$ cat config.mk
export PLATFORM = sky130hd
export DESIGN_NAME = c2s_pkt_gen
export DESIGN_NICKNAME = d
export VERILOG_FILES = /design/src/rtl/c2s_pkt_gen.sv
export SDC_FILE = /design/constraint.sdc
export NUM_CORES = 1
export LEC_CHECK = 0
export CAP_MARGIN = 10
export CELL_PAD_IN_SITES_DETAIL_PLACEMENT = 1
export CELL_PAD_IN_SITES_GLOBAL_PLACEMENT = 2
export CORE_ASPECT_RATIO = 0.7
export CORE_UTILIZATION = 30
export CTS_BUF_LIST = sky130_fd_sc_hd__clkbuf_4 sky130_fd_sc_hd__clkbuf_8
export DETAILED_ROUTE_END_ITERATION = 10
export PLACE_DENSITY = 0.94
export SLEW_MARGIN = 20
export SYNTH_ARGS = -nofsm -noshare
export SYNTH_HDL_FRONTEND = slang
export SYNTH_SLANG_ARGS = --single-unit
$ cat constraint.sdc
create_clock -name m_axi_lite_aclk -period 6.99 [get_ports m_axi_lite_aclk]
set_input_delay 0.699 -clock m_axi_lite_aclk [delete_from_list [all_inputs] [get_ports m_axi_lite_aclk]]
set_output_delay 0.699 -clock m_axi_lite_aclk [all_outputs]
set_load 0.01 [all_outputs]
$ cat src/rtl/c2s_pkt_gen.sv
`default_nettype none
// ============================================================================
// c2s_pkt_gen : framed AXI-Stream packet generator for the DMA C2S path.
// Optional stats counters under `C2S_PKT_GEN_STATS_EN.  Rev 1.0
// ============================================================================
module c2s_pkt_gen #(
  parameter int DATA_WIDTH = 256,
  parameter int LEN_WIDTH  = 16
) (
  input  logic                    m_axi_lite_aclk,
  input  logic                    m_axi_lite_aresetn,
  input  logic                    cfg_enable,
  input  logic [LEN_WIDTH-1:0]    cfg_pkt_len,
  input  logic [31:0]             cfg_pkt_count,
  input  logic                    c2s_tready,
  output logic                    c2s_tvalid,
  output logic [DATA_WIDTH-1:0]   c2s_tdata,
  output logic                    c2s_tlast,
  output logic [DATA_WIDTH/8-1:0] c2s_tkeep,
  output logic                    busy,
  output logic                    done,
  output logic                    cfg_err,
  output logic [31:0]             stat_pkts,
  output logic [31:0]             stat_beats
);

  typedef enum logic [1:0] {
    S_IDLE = 2'd0,
    S_SEND = 2'd1,
    S_DONE = 2'd2
  } state_t;

  state_t        state_q, state_d;
  logic          tvalid_q, tvalid_d;
  logic          tlast_q, tlast_d;
  logic [31:0]   tkeep_q, tkeep_d;
  logic [31:0]   bcnt_q, bcnt_d;
  logic [31:0]   seq_q, seq_d;
  logic [15:0]   idx_q, idx_d;
  logic [15:0]   last_idx_q, last_idx_d;
  logic [31:0]   last_keep_q, last_keep_d;
  logic [31:0]   cnt_q, cnt_d;
  logic          err_q, err_d;
  logic          busy_q, done_q;

  logic [LEN_WIDTH:0] w_len_ext;
  logic [15:0]        w_cfg_last_idx;
  logic [31:0]        w_cfg_keep;
  logic [15:0]        w_next_idx;
  logic               w_hs;

  // Beats per packet is ceil(len/32); the stored value is the index of the last beat.
  assign w_len_ext      = {1'b0, cfg_pkt_len} + (LEN_WIDTH+1)'(31);
  assign w_cfg_last_idx = {4'b0, w_len_ext[LEN_WIDTH:5]} - 16'd1;
  assign w_cfg_keep     = (cfg_pkt_len[4:0] == 5'd0) ? 32'hFFFF_FFFF
                                                     : (32'h1 << cfg_pkt_len[4:0]) - 32'h1;
  assign w_next_idx     = idx_q + 16'd1;
  assign w_hs           = tvalid_q & c2s_tready;

  always_comb begin
    state_d     = state_q;
    tvalid_d    = tvalid_q;
    tlast_d     = tlast_q;
    tkeep_d     = tkeep_q;
    bcnt_d      = bcnt_q;
    seq_d       = seq_q;
    idx_d       = idx_q;
    last_idx_d  = last_idx_q;
    last_keep_d = last_keep_q;
    cnt_d       = cnt_q;
    err_d       = err_q;
    case (state_q)
      S_IDLE: begin
        tvalid_d = 1'b0;
        if (cfg_enable) begin
          if (cfg_pkt_len != '0) begin
            state_d     = S_SEND;
            last_idx_d  = w_cfg_last_idx;
            last_keep_d = w_cfg_keep;
            cnt_d       = cfg_pkt_count;
            idx_d       = 16'd0;
            seq_d       = 32'd0;
            tvalid_d    = 1'b1;
            tlast_d     = (w_cfg_last_idx == 16'd0);
            tkeep_d     = (w_cfg_last_idx == 16'd0) ? w_cfg_keep : 32'hFFFF_FFFF;
          end else begin
            err_d = 1'b1;
          end
        end
      end
      S_SEND: begin
        if (w_hs) begin
          bcnt_d = bcnt_q + 32'd1;
          if (tlast_q) begin
            if ((cnt_q != 32'd0) && (seq_q + 32'd1 == cnt_q)) begin
              state_d  = S_DONE;
              tvalid_d = 1'b0;
              tlast_d  = 1'b0;
              tkeep_d  = 32'd0;
            end else if (!cfg_enable) begin
              state_d  = S_IDLE;
              tvalid_d = 1'b0;
              tlast_d  = 1'b0;
              tkeep_d  = 32'd0;
            end else begin
              seq_d   = seq_q + 32'd1;
              idx_d   = 16'd0;
              tlast_d = (last_idx_q == 16'd0);
              tkeep_d = (last_idx_q == 16'd0) ? last_keep_q : 32'hFFFF_FFFF;
            end
          end else begin
            idx_d   = w_next_idx;
            tlast_d = (w_next_idx == last_idx_q);
            tkeep_d = (w_next_idx == last_idx_q) ? last_keep_q : 32'hFFFF_FFFF;
          end
        end
      end
      S_DONE: begin
        tvalid_d = 1'b0;
        if (!cfg_enable) state_d = S_IDLE;
      end
      default: begin
        state_d  = S_IDLE;
        tvalid_d = 1'b0;
      end
    endcase
  end

  always_ff @(posedge m_axi_lite_aclk or negedge m_axi_lite_aresetn) begin
    if (!m_axi_lite_aresetn) begin
      state_q     <= S_IDLE;
      tvalid_q    <= 1'b0;
      tlast_q     <= 1'b0;
      tkeep_q     <= 32'd0;
      bcnt_q      <= 32'd0;
      seq_q       <= 32'd0;
      idx_q       <= 16'd0;
      last_idx_q  <= 16'd0;
      last_keep_q <= 32'd0;
      cnt_q       <= 32'd0;
      err_q       <= 1'b0;
      busy_q      <= 1'b0;
      done_q      <= 1'b0;
    end else begin
      state_q     <= state_d;
      tvalid_q    <= tvalid_d;
      tlast_q     <= tlast_d;
      tkeep_q     <= tkeep_d;
      bcnt_q      <= bcnt_d;
      seq_q       <= seq_d;
      idx_q       <= idx_d;
      last_idx_q  <= last_idx_d;
      last_keep_q <= last_keep_d;
      cnt_q       <= cnt_d;
      err_q       <= err_d;
      busy_q      <= (state_d == S_SEND);
      done_q      <= (state_d == S_DONE);
    end
  end

`ifdef C2S_PKT_GEN_STATS_EN
  logic [31:0] stat_pkts_q, stat_beats_q;

  always_ff @(posedge m_axi_lite_aclk or negedge m_axi_lite_aresetn) begin
    if (!m_axi_lite_aresetn) begin
      stat_pkts_q  <= 32'd0;
      stat_beats_q <= 32'd0;
    end else if (w_hs) begin
      stat_beats_q <= stat_beats_q + 32'd1;
      if (tlast_q) stat_pkts_q <= stat_pkts_q + 32'd1;
    end
  end

  assign stat_pkts  = stat_pkts_q;
  assign stat_beats = stat_beats_q;
`else
  assign stat_pkts  = 32'd0;
  assign stat_beats = 32'd0;
`endif

  // Payload fields are held directly in registers so tdata needs no extra stage.
  assign c2s_tdata  = {{(DATA_WIDTH-80){1'b0}}, idx_q, seq_q, bcnt_q};
  assign c2s_tvalid = tvalid_q;
  assign c2s_tlast  = tlast_q;
  assign c2s_tkeep  = tkeep_q;
  assign busy       = busy_q;
  assign done       = done_q;
  assign cfg_err    = err_q;

endmodule
`default_nettype wire

==> results.txt <==
routed vias = 10580
largest net degree at the start of global routing = 115
crit path max fanout = 31
Worst-Margin Slew = 0.9674 ns
Slew Viols, Final = 0
DR iter-0 viols = 652
final cell count without fillers = 2191
post-cts resize count = 0
Yosys top cell area share = 37.57%
area grow syn2layout = 12.41%
CTS tree = built
Post-CTS Setup Bufs = 0
sw frac = 39.80%
number of I/O pins = 409
Core ar. = 42640 µm²
DP Wirelength = 29640 µm
PwrDens = 295.8 nW/µm²
Max H-tree Level = 4
clk sinks = 196
number of remaining DRC errors = 0
Reg clk slew, reported paths = 0.12 ns
hold violation count in the final report = 0
fin crit share = 70.50%
status = finished, final reports clean
total of max-cap violations = 0
maximum vdd drop = 0.1496 mV
Num CTS Buffers = 17
Skew-Pair Late Insertion Delay = 0.51 ns
flops & latches, synth = 196
CP Capture Type = flop
startpoint types = input pin
EDFF count, synth = 0
Setup CP Type = in -> reg
CTS max path bufs = 2
Net count, final = 1650
GRT Total Usage = 17.72%
Overflow after GRT = 0
filler instances = 5083
placed cell count = 2158
cts hold-fix bufs = 0
Starting Density = 30.61%
drt pass-1 iters = 5
Port Buffers = 168
WL/cell = 18.05 µm
Worst Path Required = 7.37 ns
FFs w/ async S/R, synth = 100.0%
Synth top cells by count = buf_4 (248), nand2_1 (222), dfrtp_1 (196)
Die ar. = 44360 µm²
Placer Congestion = 0.8531
initial antenna violation count = 1
synth unique cells = 81
Die X-Extent = 251.3 µm
YS warnings = 0
Synth area leader = dfrtp_1
met1 usage in global routing = 24.53%
Antenna Violating Nets Remaining = 0
Psw = 1.728 mW
Final Skew = 0.02425 ns
LEAKAGE = 6.457 nW
Top Usage Layer GRT = met2
Syn Inst Count = 1491
Worst EP arrival = 5.31 ns
most common cell in the netlist = buf_4
Slew Limit Headroom = 35.37%
register area share after synthesis = 37.57%
synthesized area = 13050 µm²
Std-Cell Rows = 63
CTS root buf = clkbuf_8
Synth Flop Type = dfrtp_1
area of the multi-input gates = 6795 µm²
worst min-delay path class = in -> async
Reg area = 4905 µm²
share of power burned in registers = 43.2%
combinational power share = 38.7%
Die Span Y = 176.5 µm
setup TNS = 0 ns
setup violators final = 0
Global Route met3 Usage = 3.391%
Clock power frac = 18.2%
Via density = 4.830
vias in the first global route = 10540
DRT Wirelength = 39560 µm
Max Clock Freq = 0.2029 GHz
Int Power = 2.613 mW
global-route wire length before repair = 61810 µm
RSZ-0062 raised after global routing = no
largest cells by area after synthesis = dfrtp_1 (38%), buf_4 (14%), nand2_1 (6.4%)
crit path time final = 4.928 ns
share of cells above drive strength 1 = 4.860%
synthesized area per cell = 8.755 µm²
met2 Track Usage GR = 28.19%
==> power groups by stage <==
stage                     Combinational [mW]  Clock, mW  Sequential, mW
final                                   1.68      0.789            1.87
after global placement                  1.62          0            1.88
after detailed placement                1.68          0            1.89
after global routing                    1.85      0.861            1.93
after floorplan                         1.11          0            1.81
after CTS                               1.70      0.817            1.88
==> routing by layer <==
metal | share of wire [%] | up-vias
li1 | - | 4937
met1 | 46 | 5348
met2 | 48 | 260
met3 | 4.5 | 38
met4 | 1.8 | 0
met5 | 0 | -
==> stage by stage <==
stage / instance area (µm²) / worst slack [ns] / hold slack (ns) / utilization, % / total power [mW]
after floorplan: 13950 / 2.777 / 0.4034 / - / 2.920
after global placement: 14250 / 1.675 / 0.4431 / 33.43 / 3.503
after detailed placement: 14250 / 1.579 / 0.4567 / 33.43 / 3.577
after CTS: 14660 / 2.134 / 0.1559 / 34.38 / 4.388
after global routing: 14670 / 1.727 / 0.1720 / 34.41 / 4.643
final: 14670 / 2.062 / 0.1509 / 34.41 / 4.341
==> layout make-up <==
cell class              count  area share [%]
multi-input cells        1182           46.31
flip-flops and latches    196           33.42
repair buffers            180           12.10
well taps                 585           4.988
clock buffers              21           1.970
clock inverters            11          0.8100
inverters                  15          0.3837
diodes                      1         0.01705
==> logic make-up after synthesis <==
family	count (synthesis)	share of synthesized area (%)
and+or+nand+nor	557	21.93
buffers and inverters	352	17.60
AOI/OAI and AO/OA	265	14.43
DFF	196	37.57
xor gates and xnor gates	104	7.083
muxes	10	0.7860
adders and majority gates	6	0.5751
other	1	0.02873
==> registers in the layout, indices dropped and copies added (netlist names) <==
register,flops
last_idx_q,13
state_q,2
busy,1
cfg_err,1
idx_q,16
last_keep_q,32
c2s_tvalid,1
cnt_q,32
bcnt_q,32
seq_q,32
c2s_tlast,1
done,1
c2s_tkeep,32
==> critical path, stage by stage <==
cell and delay (ns):
clkdlybuf4s50_1 0.79, or4_1 0.72, nor2_1 0.17, clkinv_1 0.24, nand2_1 0.16, xor2_1 0.11
ha_1 0.31, nand3b_1 0.21, nor3_1 0.49, o2bb2ai_1 0.22, o2111ai_1 0.20, nor3_2 0.22
buf_4 0.40, nand3_1 0.16, o211ai_1 0.13, nand2_1 0.07
==> cells in the final DEF (no fill, tap or decap), types with 8 or more instances in the layout <==
master	count
inv_1	14
nor3b_1	9
and3_1	35
and2_1	9
a2bb2oi_1	31
clkbuf_8	22
a221o_1	18
or4_1	10
nor2b_1	14
or3_1	11
nand2_1	221
and4_1	13
xnor2_1	74
a22o_1	35
nor4_1	25
nand3_1	42
a21oi_1	33
o21ai_0	62
nor2_1	73
nand4_1	33
clkdlybuf4s50_1	167
a21o_1	9
o22ai_1	10
buf_4	12
dfrtp_1	196
mux2i_1	8
nor3_1	22
conb_1	240
xor2_1	29
a31oi_1	17
==> final timing paths <==
path	start	endpoint	slack [ns]	cells after the start
setup / recovery	cfg_pkt_len[3]	c2s_tkeep[1]	2.06	16
hold / removal	m_axi_lite_aresetn	seq_q[22]	0.15	1
setup reg to reg	seq_q[2]	c2s_tkeep[7]	2.41	9
hold reg to reg	cfg_err	cfg_err	0.48	1
max in group asynchronous	m_axi_lite_aresetn	c2s_tkeep[21]	5.36	2
min in group m_axi_lite_aclk	cfg_err	cfg_err	0.48	1
(Power assumes the default switching activity.)
